==> src/rtl/armleocpu_simple2axi_converter_pkg.sv <==
// Shared constants and state type for the simple-request to single-beat AXI4 bridge.
// AXI burst/response/size encodings live here so the bridge and its users agree on them.
package armleocpu_simple2axi_converter_pkg;

    localparam int DATA_WIDTH   = 32;
    localparam int DATA_STROBES = DATA_WIDTH / 8;

    localparam logic [1:0] AXI_BURST_INCR  = 2'b01;
    localparam logic [1:0] AXI_RESP_OKAY   = 2'b00;
    localparam logic [1:0] AXI_RESP_SLVERR = 2'b10;
    localparam logic [2:0] AXI_SIZE_WORD   = 3'b010;

    typedef enum logic [2:0] {
        STATE_IDLE,
        STATE_WRITE_ADDR_DATA,
        STATE_WRITE_RESP,
        STATE_READ_ADDR,
        STATE_READ_DATA,
        STATE_RESPOND
    } state_t;

    function automatic logic is_word_aligned(input logic [1:0] low_bits);
        return low_bits == 2'b00;
    endfunction

endpackage

==> src/rtl/armleocpu_simple2axi_converter_if.sv <==
// Bundle of the simple request/response port and the AXI4 master port of the bridge.
// The master modport is the bridge's view; slave is the requester/interconnect view.
interface armleocpu_simple2axi_converter_if #(
    parameter int ADDR_WIDTH = 34,
    parameter int ID_WIDTH   = 4
);
    import armleocpu_simple2axi_converter_pkg::*;

    logic                    cmd_valid;
    logic                    cmd_ready;
    logic                    cmd_write;
    logic [ADDR_WIDTH-1:0]   cmd_address;
    logic [DATA_WIDTH-1:0]   cmd_write_data;
    logic [DATA_STROBES-1:0] cmd_write_byteenable;

    logic                    resp_valid;
    logic [DATA_WIDTH-1:0]   resp_read_data;
    logic [1:0]              resp_code;

    logic                    axi_awvalid;
    logic                    axi_awready;
    logic [ADDR_WIDTH-1:0]   axi_awaddr;
    logic [ID_WIDTH-1:0]     axi_awid;
    logic [7:0]              axi_awlen;
    logic [2:0]              axi_awsize;
    logic [1:0]              axi_awburst;

    logic                    axi_wvalid;
    logic                    axi_wready;
    logic [DATA_WIDTH-1:0]   axi_wdata;
    logic [DATA_STROBES-1:0] axi_wstrb;
    logic                    axi_wlast;

    logic                    axi_bvalid;
    logic                    axi_bready;
    logic [1:0]              axi_bresp;
    logic [ID_WIDTH-1:0]     axi_bid;

    logic                    axi_arvalid;
    logic                    axi_arready;
    logic [ADDR_WIDTH-1:0]   axi_araddr;
    logic [ID_WIDTH-1:0]     axi_arid;
    logic [7:0]              axi_arlen;
    logic [2:0]              axi_arsize;
    logic [1:0]              axi_arburst;

    logic                    axi_rvalid;
    logic                    axi_rready;
    logic [1:0]              axi_rresp;
    logic [ID_WIDTH-1:0]     axi_rid;
    logic [DATA_WIDTH-1:0]   axi_rdata;
    logic                    axi_rlast;

    modport master (
        input  cmd_valid, cmd_write, cmd_address, cmd_write_data, cmd_write_byteenable,
        output cmd_ready,
        output resp_valid, resp_read_data, resp_code,
        output axi_awvalid, axi_awaddr, axi_awid, axi_awlen, axi_awsize, axi_awburst,
        input  axi_awready,
        output axi_wvalid, axi_wdata, axi_wstrb, axi_wlast,
        input  axi_wready,
        input  axi_bvalid, axi_bresp, axi_bid,
        output axi_bready,
        output axi_arvalid, axi_araddr, axi_arid, axi_arlen, axi_arsize, axi_arburst,
        input  axi_arready,
        input  axi_rvalid, axi_rresp, axi_rid, axi_rdata, axi_rlast,
        output axi_rready
    );

    modport slave (
        output cmd_valid, cmd_write, cmd_address, cmd_write_data, cmd_write_byteenable,
        input  cmd_ready,
        input  resp_valid, resp_read_data, resp_code,
        input  axi_awvalid, axi_awaddr, axi_awid, axi_awlen, axi_awsize, axi_awburst,
        output axi_awready,
        input  axi_wvalid, axi_wdata, axi_wstrb, axi_wlast,
        output axi_wready,
        output axi_bvalid, axi_bresp, axi_bid,
        input  axi_bready,
        input  axi_arvalid, axi_araddr, axi_arid, axi_arlen, axi_arsize, axi_arburst,
        output axi_arready,
        output axi_rvalid, axi_rresp, axi_rid, axi_rdata, axi_rlast,
        input  axi_rready
    );

endinterface

==> src/rtl/armleocpu_simple2axi_converter.sv <==
// Single-outstanding bridge: one simple request becomes one single-beat AXI4 read or write.
// Every AXI output and the response port come straight from flops.
module armleocpu_simple2axi_converter
    import armleocpu_simple2axi_converter_pkg::*;
#(
    parameter int ADDR_WIDTH     = 34,
    parameter int ID_WIDTH       = 4,
    parameter int TRANSACTION_ID = 0
) (
    input  logic clk,
    input  logic rst_n,
    armleocpu_simple2axi_converter_if.master bus
);

    localparam logic [ID_WIDTH-1:0] TID = ID_WIDTH'(TRANSACTION_ID);

    state_t                  state_q, state_d;
    logic [ADDR_WIDTH-1:0]   addr_q, addr_d;
    logic [DATA_WIDTH-1:0]   wdata_q, wdata_d;
    logic [DATA_STROBES-1:0] wstrb_q, wstrb_d;
    logic                    aw_valid_q, aw_valid_d;
    logic                    w_valid_q, w_valid_d;
    logic                    b_ready_q, b_ready_d;
    logic                    ar_valid_q, ar_valid_d;
    logic                    r_ready_q, r_ready_d;
    logic                    resp_valid_q, resp_valid_d;
    logic [DATA_WIDTH-1:0]   resp_data_q, resp_data_d;
    logic [1:0]              resp_code_q, resp_code_d;

    always_comb begin
        state_d      = state_q;
        addr_d       = addr_q;
        wdata_d      = wdata_q;
        wstrb_d      = wstrb_q;
        aw_valid_d   = aw_valid_q;
        w_valid_d    = w_valid_q;
        b_ready_d    = b_ready_q;
        ar_valid_d   = ar_valid_q;
        r_ready_d    = r_ready_q;
        resp_valid_d = 1'b0;
        resp_data_d  = resp_data_q;
        resp_code_d  = resp_code_q;
        case (state_q)
            STATE_IDLE: begin
                if (bus.cmd_valid) begin
                    addr_d      = bus.cmd_address;
                    wdata_d     = bus.cmd_write_data;
                    wstrb_d     = bus.cmd_write_byteenable;
                    resp_data_d = '0;
                    // Misaligned requests never reach the bus
                    if (!is_word_aligned(bus.cmd_address[1:0])) begin
                        state_d      = STATE_RESPOND;
                        resp_valid_d = 1'b1;
                        resp_code_d  = AXI_RESP_SLVERR;
                    end else if (bus.cmd_write) begin
                        state_d    = STATE_WRITE_ADDR_DATA;
                        aw_valid_d = 1'b1;
                        w_valid_d  = 1'b1;
                    end else begin
                        state_d    = STATE_READ_ADDR;
                        ar_valid_d = 1'b1;
                    end
                end
            end
            STATE_WRITE_ADDR_DATA: begin
                // A dropped valid doubles as that channel's done flag
                if (aw_valid_q && bus.axi_awready) aw_valid_d = 1'b0;
                if (w_valid_q && bus.axi_wready) w_valid_d = 1'b0;
                if (!aw_valid_d && !w_valid_d) begin
                    state_d   = STATE_WRITE_RESP;
                    b_ready_d = 1'b1;
                end
            end
            STATE_WRITE_RESP: begin
                if (bus.axi_bvalid) begin
                    state_d      = STATE_RESPOND;
                    b_ready_d    = 1'b0;
                    resp_valid_d = 1'b1;
                    resp_data_d  = '0;
                    resp_code_d  = (bus.axi_bid != TID) ? AXI_RESP_SLVERR : bus.axi_bresp;
                end
            end
            STATE_READ_ADDR: begin
                if (bus.axi_arready) begin
                    state_d    = STATE_READ_DATA;
                    ar_valid_d = 1'b0;
                    r_ready_d  = 1'b1;
                end
            end
            STATE_READ_DATA: begin
                if (bus.axi_rvalid) begin
                    state_d      = STATE_RESPOND;
                    r_ready_d    = 1'b0;
                    resp_valid_d = 1'b1;
                    resp_data_d  = bus.axi_rdata;
                    resp_code_d  = (bus.axi_rid != TID || !bus.axi_rlast) ? AXI_RESP_SLVERR
                                                                          : bus.axi_rresp;
                end
            end
            STATE_RESPOND: state_d = STATE_IDLE;
            default:       state_d = STATE_IDLE;
        endcase
    end

    always_ff @(posedge clk or negedge rst_n) begin
        if (!rst_n) begin
            state_q      <= STATE_IDLE;
            addr_q       <= '0;
            wdata_q      <= '0;
            wstrb_q      <= '0;
            aw_valid_q   <= 1'b0;
            w_valid_q    <= 1'b0;
            b_ready_q    <= 1'b0;
            ar_valid_q   <= 1'b0;
            r_ready_q    <= 1'b0;
            resp_valid_q <= 1'b0;
            resp_data_q  <= '0;
            resp_code_q  <= AXI_RESP_OKAY;
        end else begin
            state_q      <= state_d;
            addr_q       <= addr_d;
            wdata_q      <= wdata_d;
            wstrb_q      <= wstrb_d;
            aw_valid_q   <= aw_valid_d;
            w_valid_q    <= w_valid_d;
            b_ready_q    <= b_ready_d;
            ar_valid_q   <= ar_valid_d;
            r_ready_q    <= r_ready_d;
            resp_valid_q <= resp_valid_d;
            resp_data_q  <= resp_data_d;
            resp_code_q  <= resp_code_d;
        end
    end

    assign bus.cmd_ready      = (state_q == STATE_IDLE);
    assign bus.resp_valid     = resp_valid_q;
    assign bus.resp_read_data = resp_data_q;
    assign bus.resp_code      = resp_code_q;

    assign bus.axi_awvalid = aw_valid_q;
    assign bus.axi_awaddr  = addr_q;
    assign bus.axi_awid    = TID;
    assign bus.axi_awlen   = 8'd0;
    assign bus.axi_awsize  = AXI_SIZE_WORD;
    assign bus.axi_awburst = AXI_BURST_INCR;

    assign bus.axi_wvalid = w_valid_q;
    assign bus.axi_wdata  = wdata_q;
    assign bus.axi_wstrb  = wstrb_q;
    assign bus.axi_wlast  = 1'b1;

    assign bus.axi_bready = b_ready_q;

    assign bus.axi_arvalid = ar_valid_q;
    assign bus.axi_araddr  = addr_q;
    assign bus.axi_arid    = TID;
    assign bus.axi_arlen   = 8'd0;
    assign bus.axi_arsize  = AXI_SIZE_WORD;
    assign bus.axi_arburst = AXI_BURST_INCR;

    assign bus.axi_rready = r_ready_q;

endmodule

==> src/flat_wrapper.sv <==
// flat-port wrapper written by rule: the top's interface ports become plain ports
module armleocpu_simple2axi_converter_flat import armleocpu_simple2axi_converter_pkg::*;
#(
    parameter int ADDR_WIDTH     = 34,
    parameter int ID_WIDTH       = 4,
    parameter int TRANSACTION_ID = 0
)
  (clk, rst_n, bus_cmd_valid, bus_cmd_write, bus_cmd_address, bus_cmd_write_data, bus_cmd_write_byteenable, bus_cmd_ready, bus_resp_valid, bus_resp_read_data, bus_resp_code, bus_axi_awvalid, bus_axi_awaddr, bus_axi_awid, bus_axi_awlen, bus_axi_awsize, bus_axi_awburst, bus_axi_awready, bus_axi_wvalid, bus_axi_wdata, bus_axi_wstrb, bus_axi_wlast, bus_axi_wready, bus_axi_bvalid, bus_axi_bresp, bus_axi_bid, bus_axi_bready, bus_axi_arvalid, bus_axi_araddr, bus_axi_arid, bus_axi_arlen, bus_axi_arsize, bus_axi_arburst, bus_axi_arready, bus_axi_rvalid, bus_axi_rresp, bus_axi_rid, bus_axi_rdata, bus_axi_rlast, bus_axi_rready);
  armleocpu_simple2axi_converter_if #(.ADDR_WIDTH(ADDR_WIDTH), .ID_WIDTH(ID_WIDTH)) bus_i ();
  input  logic clk;
  input  logic rst_n;
  input wire logic [$bits(bus_i.cmd_valid)-1:0] bus_cmd_valid;
  input wire logic [$bits(bus_i.cmd_write)-1:0] bus_cmd_write;
  input wire logic [$bits(bus_i.cmd_address)-1:0] bus_cmd_address;
  input wire logic [$bits(bus_i.cmd_write_data)-1:0] bus_cmd_write_data;
  input wire logic [$bits(bus_i.cmd_write_byteenable)-1:0] bus_cmd_write_byteenable;
  output wire logic [$bits(bus_i.cmd_ready)-1:0] bus_cmd_ready;
  output wire logic [$bits(bus_i.resp_valid)-1:0] bus_resp_valid;
  output wire logic [$bits(bus_i.resp_read_data)-1:0] bus_resp_read_data;
  output wire logic [$bits(bus_i.resp_code)-1:0] bus_resp_code;
  output wire logic [$bits(bus_i.axi_awvalid)-1:0] bus_axi_awvalid;
  output wire logic [$bits(bus_i.axi_awaddr)-1:0] bus_axi_awaddr;
  output wire logic [$bits(bus_i.axi_awid)-1:0] bus_axi_awid;
  output wire logic [$bits(bus_i.axi_awlen)-1:0] bus_axi_awlen;
  output wire logic [$bits(bus_i.axi_awsize)-1:0] bus_axi_awsize;
  output wire logic [$bits(bus_i.axi_awburst)-1:0] bus_axi_awburst;
  input wire logic [$bits(bus_i.axi_awready)-1:0] bus_axi_awready;
  output wire logic [$bits(bus_i.axi_wvalid)-1:0] bus_axi_wvalid;
  output wire logic [$bits(bus_i.axi_wdata)-1:0] bus_axi_wdata;
  output wire logic [$bits(bus_i.axi_wstrb)-1:0] bus_axi_wstrb;
  output wire logic [$bits(bus_i.axi_wlast)-1:0] bus_axi_wlast;
  input wire logic [$bits(bus_i.axi_wready)-1:0] bus_axi_wready;
  input wire logic [$bits(bus_i.axi_bvalid)-1:0] bus_axi_bvalid;
  input wire logic [$bits(bus_i.axi_bresp)-1:0] bus_axi_bresp;
  input wire logic [$bits(bus_i.axi_bid)-1:0] bus_axi_bid;
  output wire logic [$bits(bus_i.axi_bready)-1:0] bus_axi_bready;
  output wire logic [$bits(bus_i.axi_arvalid)-1:0] bus_axi_arvalid;
  output wire logic [$bits(bus_i.axi_araddr)-1:0] bus_axi_araddr;
  output wire logic [$bits(bus_i.axi_arid)-1:0] bus_axi_arid;
  output wire logic [$bits(bus_i.axi_arlen)-1:0] bus_axi_arlen;
  output wire logic [$bits(bus_i.axi_arsize)-1:0] bus_axi_arsize;
  output wire logic [$bits(bus_i.axi_arburst)-1:0] bus_axi_arburst;
  input wire logic [$bits(bus_i.axi_arready)-1:0] bus_axi_arready;
  input wire logic [$bits(bus_i.axi_rvalid)-1:0] bus_axi_rvalid;
  input wire logic [$bits(bus_i.axi_rresp)-1:0] bus_axi_rresp;
  input wire logic [$bits(bus_i.axi_rid)-1:0] bus_axi_rid;
  input wire logic [$bits(bus_i.axi_rdata)-1:0] bus_axi_rdata;
  input wire logic [$bits(bus_i.axi_rlast)-1:0] bus_axi_rlast;
  output wire logic [$bits(bus_i.axi_rready)-1:0] bus_axi_rready;
  assign bus_i.cmd_valid = bus_cmd_valid;
  assign bus_i.cmd_write = bus_cmd_write;
  assign bus_i.cmd_address = bus_cmd_address;
  assign bus_i.cmd_write_data = bus_cmd_write_data;
  assign bus_i.cmd_write_byteenable = bus_cmd_write_byteenable;
  assign bus_cmd_ready = bus_i.cmd_ready;
  assign bus_resp_valid = bus_i.resp_valid;
  assign bus_resp_read_data = bus_i.resp_read_data;
  assign bus_resp_code = bus_i.resp_code;
  assign bus_axi_awvalid = bus_i.axi_awvalid;
  assign bus_axi_awaddr = bus_i.axi_awaddr;
  assign bus_axi_awid = bus_i.axi_awid;
  assign bus_axi_awlen = bus_i.axi_awlen;
  assign bus_axi_awsize = bus_i.axi_awsize;
  assign bus_axi_awburst = bus_i.axi_awburst;
  assign bus_i.axi_awready = bus_axi_awready;
  assign bus_axi_wvalid = bus_i.axi_wvalid;
  assign bus_axi_wdata = bus_i.axi_wdata;
  assign bus_axi_wstrb = bus_i.axi_wstrb;
  assign bus_axi_wlast = bus_i.axi_wlast;
  assign bus_i.axi_wready = bus_axi_wready;
  assign bus_i.axi_bvalid = bus_axi_bvalid;
  assign bus_i.axi_bresp = bus_axi_bresp;
  assign bus_i.axi_bid = bus_axi_bid;
  assign bus_axi_bready = bus_i.axi_bready;
  assign bus_axi_arvalid = bus_i.axi_arvalid;
  assign bus_axi_araddr = bus_i.axi_araddr;
  assign bus_axi_arid = bus_i.axi_arid;
  assign bus_axi_arlen = bus_i.axi_arlen;
  assign bus_axi_arsize = bus_i.axi_arsize;
  assign bus_axi_arburst = bus_i.axi_arburst;
  assign bus_i.axi_arready = bus_axi_arready;
  assign bus_i.axi_rvalid = bus_axi_rvalid;
  assign bus_i.axi_rresp = bus_axi_rresp;
  assign bus_i.axi_rid = bus_axi_rid;
  assign bus_i.axi_rdata = bus_axi_rdata;
  assign bus_i.axi_rlast = bus_axi_rlast;
  assign bus_axi_rready = bus_i.axi_rready;
  armleocpu_simple2axi_converter #(.ADDR_WIDTH(ADDR_WIDTH), .ID_WIDTH(ID_WIDTH), .TRANSACTION_ID(TRANSACTION_ID)) u_core (.clk(clk), .rst_n(rst_n), .bus(bus_i));
endmodule
==> config.mk <==
export PLATFORM = sky130hd
export DESIGN_NAME = armleocpu_simple2axi_converter_flat
export DESIGN_NICKNAME = d
export VERILOG_FILES = /design/src/rtl/armleocpu_simple2axi_converter_pkg.sv /design/src/rtl/armleocpu_simple2axi_converter_if.sv /design/src/rtl/armleocpu_simple2axi_converter.sv /design/src/flat_wrapper.sv
export SDC_FILE = /design/constraint.sdc
export NUM_CORES = 1
export LEC_CHECK = 0
export ABC_AREA = 1
export CAP_MARGIN = 20
export CORE_MARGIN = 1.5
export CORE_UTILIZATION = 40
export CTS_CLUSTER_DIAMETER = 60
export DETAILED_ROUTE_END_ITERATION = 8
export PLACE_DENSITY_LB_ADDON = 0.25
export SLEW_MARGIN = 10
export SYNTH_ARGS = -nofsm -noshare
export SYNTH_HDL_FRONTEND = slang
export SYNTH_SLANG_ARGS = --single-unit
==> constraint.sdc <==
create_clock -name clk -period 2.5 [get_ports clk]
set_clock_uncertainty 0.1 [all_clocks]
set_input_delay 0.25 -clock clk [delete_from_list [all_inputs] [get_ports clk]]
set_output_delay 0.25 -clock clk [all_outputs]
set_load 0.1 [all_outputs]
* After elaboration in Yosys (flattened, before gate mapping) *
Cells that the tools add are included.

word-level totals
  word-level logic and storage cells = 93
  memory bits (read-only) = 0
  input bits = 124
  RAM bits = 0
  latch bits = 0
  register bits = 113
  output and inout port bits = 180
  memories kept = 0

operators by class
  equality and inequality tests = 13
  shift operators = 0
  $add $sub $neg = 0
  $mul = 0
  bitwise gates (word level) = 0
  magnitude comparators = 0
  muxes and demuxes = 44
  reduce and logical (&&, ||, !) cells = 24
  div/mod/pow operators = 0

operators with widths
  operator            count
  $mux 32             3
  $pmux 32 s3         1
  $mux 1              19
  $mux 3              6
  $pmux 3 s5          1
  $reduce_and 5->1    3
  $mux 2              7
  $ne 2x2->1 const B  7
  $pmux 1 s2          5
  $reduce_and 4->1    2
  $reduce_bool 2->1   4
  $reduce_bool 4->1   2
  $eq 3x2->1 const B  2
  $pmux 2 s3          1
  $reduce_and 3->1    2
  $ne 2x1->1 const B  2
  $eq 3x1->1 const B  1
  $eq 3x3->1 const B  1
  $logic_and 1x1->1   3
  $logic_not 1->1     3
  $logic_not 3->1     1
  $pmux 1 s3          1
  $reduce_bool 3->1   1
  $logic_not 2->1     1
  2 further kinds     2

* Longest topological paths before layout *
  depth in word-level cells = 7
  mapped depth = 9
  mapped depth without buffers = 9

* Worst setup path after synthesis *
No wires, ideal clock.

  path type = register -> register
  from = register u_core.state_q[1]
  to = register u_core.ar_valid_q (netlist: u_core.bus.axi_arvalid)
  cell stages (with the launch flop) = 9
  clock period less this slack = 2.099 ns
  arrival time = 1.930 ns
  setup time = 0.069 ns
  required time = 2.331 ns
  path slack = 0.401 ns
  buffers on the path = 1
  cell sequence = dfrtp_1 > buf_2 > nor2_2 > nand2_1 > inv_1 > o21ai_0 > nand3_1 > nand2_1 > nand2_1

between the ends
  word-level cells in the longest chain between the ends = 3
  elaborated cells on any way between the ends = 9
  those cells by class = eq/ne (5); mux (1); reduce/logical (3)

RTL lines
  element                                              line                                   text
  from (decl)                                          armleocpu_simple2axi_converter.sv:17   state_t state_q, state_d;
  from (signal assigned)                               armleocpu_simple2axi_converter.sv:120  state_q <= state_d;
  $logic_not 3->1 *                                    --
  net bus_cmd_ready                                    flat_wrapper.sv:17                     output wire logic [$bits(bus_i.cmd_ready)-1:0] bus_cmd_ready;
  $ne 2x1->1 (no source line) (tied with other cells)  --
  $reduce_and 5->1 (no source line)                    --
  to (signal assigned)                                 armleocpu_simple2axi_converter.sv:127  ar_valid_q <= ar_valid_d;
  to (decl)                                            armleocpu_simple2axi_converter.sv:24   logic ar_valid_q, ar_valid_d;

Mark *: on every way through the listed nets, which the timed path passes. The rest lies on a longest branch.
A chain may end at the register's enable or synchronous reset.

* Worst setup path in the final report *
  from = register u_core.state_q[1]
  to = register u_core.wstrb_q[2] (netlist: u_core.bus.axi_wstrb[2])

between the ends
  word-level cells in the longest chain between the ends = 2

RTL lines
  element                            line                                   text
  $logic_not 3->1                    armleocpu_simple2axi_converter.sv:43   case (state_q)
  $reduce_and 2->1 (no source line)  --
  to (signal assigned)               armleocpu_simple2axi_converter.sv:123  wstrb_q <= wstrb_d;
  to (decl)                          armleocpu_simple2axi_converter.sv:20   logic [DATA_STROBES-1:0] wstrb_q, wstrb_d;

No other way between the ends.

==> qor.yml <==
clock_network:
  cts_made_buffers: 17
  holdBufCountCts: 1
  tritoncts: "built"
  clock_latency_ns: 0.40
  postCtsSetupBuffers: 0
  cts.clk_slew.worst_paths_ns: 0.05
  cts_root_buf: "clkbuf_16"
  htreeDepth: 4
  clock-sinks: 113
  clockBufferDepth: 2
  cts_resized: 0
run_status:
  status: "completed"
min_path:
  holdPathEnd: "u_core.bus.axi_wdata[24]"
  min_path_type: "input pin to register"
  hold_path.startpoint: "bus_cmd_write_data[24]"
  min_path_cells: 3
routing:
  avgRoutedWirePerCell_um: 13.9
  ant_nets: 0
  via_per_inst: 4.49
  drt_wl_total_um: 14400
  dr.first_iter.drc_count: 243
  vias: 4659
  drcViolationCount: 0
  dr.pass1.iters: 4
setup_path:
  rr_worst_depth: 7
  critPathKind: "register to register"
  crit_path_top_delay_cell: "dfrtp_1"
  cp-start-kind: "register"
  r2r-end: "u_core.bus.axi_wstrb[2]"
  reg2reg_from: "u_core.state_q[1]"
  critical-path-top-delay-family: "buffers and inverters"
  slowest_delay_ns: 0.48
  cp_common_cell: "nand2_1"
  required_ns: 2.74
  r2r_slack_ns: 0.43
  cp_num_buf_inv: 2
  cp-end-kind: "register"
  cp_max_fo: 36
  path_cells: "nor2_2, nand2_1, nor2_4, buf_4, buf_4, nand2_1, nand2_1"
  crit_arrival_ns: 2.31
floorplan:
  rows: 41
  start_util: 0.411
  die_h_um: 117
  ios: 304
  die_area_um2: 13700
  chipWidth_um: 117
  core_area_um2: 12700
timing:
  rsz0062_at_grt: "false"
  finalSetupViolations: 0
  drv_slew: 0
  fin_crit_sh: 0.829
  tns_ns: 0
  relSlewSlack: 0.513
  finalHoldViolations: 0
  max_freq_mhz: 482
  tightestPinTransition_ns: 0.730
  period_minus_slack_ns: 2.07
placed_design:
  dpl.hpwl_um: 10600
  placed_area_um2: 7210
  gp_congestion: 0.848
  io_buffers: 268
synth:
  synth.distinct_cells: 21
  yosys_warnings: 0
  syn-cell-area_um2: 5210
  syn-instance-count: 618
  ys_seq_area_frac: 0.543
  syn_area_per_cell_um2: 8.43
  ys_seq_elements: 113
finish:
  n_antenna_cell: 0
  fillers: 1060
  final_nets: 977
  finalInstanceArea_um2: 7890
  area_growth_pct: 51.5
  layout-drive-gt1-share: 0.223
global_route:
  grt.overflow.total: 0
  antenna_found_initial: 0
  grt_start_max_net_pins: 73
  grt_pass1_wl_um: 21400
  grtUsageTotal: 0.208
  grt_pass1_vias: 4341
job:
  max_cap_viol_count: 0
worst min-delay path, stage by stage:
cell,delay (ns)
clkdlybuf4s50_1,0.39
nand2_1,0.06
nand2_1,0.04
metrics by stage:
step,util,setup slack (ns),instances,hold slack (ns)
global placement,0.569,0.393,1004,0.252
CTS,0.621,0.357,1037,0.266
finish,0.623,0.427,1038,0.285
detailed placement,0.569,0.345,1004,0.258
global route,0.623,0.239,1038,0.283
floorplan,-,0.401,651,-0.146
cell usage after synthesis:
library cell | instances | area (um2)
nand3_1 | 45 | 225
a31oi_1 | 1 | 6.26
nor2_1 | 14 | 52.6
inv_1 | 16 | 60.1
a21oi_1 | 3 | 15.0
nand2_2 | 1 | 6.26
buf_4 | 72 | 541
nor2_4 | 2 | 22.5
dfrtp_1 | 113 | 2830
nor2_2 | 1 | 6.26
buf_6 | 10 | 113
inv_4 | 1 | 6.26
buf_2 | 11 | 55.1
inv_2 | 3 | 11.3
o21ai_0 | 6 | 30.0
nand3b_2 | 1 | 11.3
clkinv_1 | 1 | 3.75
o21ai_2 | 2 | 17.5
nand2_1 | 307 | 1150
nand4_1 | 6 | 37.5
conb_1 | 2 | 7.51
routing by layer:
layer,global-route usage,wire (um),up-vias
li1,-,-,2268
met1,0.235,5680,2192
met2,0.375,7610,171
met3,0.0494,801,28
met4,0.0948,350,0
met5,0,0,-
layout by cell type (no fill, tap or decap), drive strengths merged:
master / synthesis / layout
nand2: 308 / 308
inv: 20 / 20
a21oi: 3 / 3
nand4: 6 / 6
clkinv: 1 / 5
nand3: 45 / 45
clkinvlp: 0 / 1
clkdlybuf4s50: 0 / 122
dfrtp: 113 / 113
nor2: 17 / 17
a31oi: 1 / 1
nand3b: 1 / 1
dlygate4sd3: 0 / 1
o21ai: 8 / 8
bufinv: 0 / 5
conb: 2 / 35
clkbuf: 0 / 22
buf: 93 / 153
kinds of logic after synthesis:
kind of cell | after synthesis | synth area share
AOI/OAI and AO/OA | 12 | 0.0132
buffers and inverters | 114 | 0.152
DFF | 113 | 0.543
other | 2 | 0.00144
and+or+nand+nor | 377 | 0.291
worst max-delay path by stage:
stage	start	endpoint	slack [ns]	cells after the start
5_1_grt	u_core.state_q[1]	u_core.bus.axi_wstrb[2]	0.24	7
2_1_floorplan	u_core.state_q[1]	u_core.bus.axi_arvalid	0.40	8
3_5_place_dp	bus_cmd_valid	u_core.bus.axi_araddr[1]	0.35	6
3_3_place_gp	bus_cmd_valid	u_core.bus.axi_araddr[12]	0.39	6
4_1_cts	u_core.state_q[1]	u_core.bus.axi_araddr[1]	0.36	6
6_report	u_core.state_q[1]	u_core.bus.axi_wstrb[2]	0.43	7
registers in the layout (all words and copies together), names as in the netlist, 2 cells and up:
| signal | count |
|---|---|
| u_core.bus.resp_read_data | 32 |
| u_core.bus.axi_araddr | 34 |
| u_core.bus.axi_wstrb | 4 |
| u_core.state_q | 3 |
| u_core.bus.axi_wdata | 32 |
| u_core.bus.resp_code | 2 |
final cells by class:
class / count / area, um2 / area share
Multi-Input combinational cell: 424 / 1710 / 0.217
Tap cell: 172 / 215 / 0.0273
Inverter: 21 / 81.3 / 0.0103
Clock inverter: 10 / 181 / 0.0230
Clock buffer: 22 / 464 / 0.0588
Timing Repair Buffer: 276 / 2400 / 0.305
Sequential cell: 113 / 2830 / 0.358
Power is left out: the tool's default activity adds up to more than one toggle a clock period on the data nets, which glitch-free logic cannot reach.
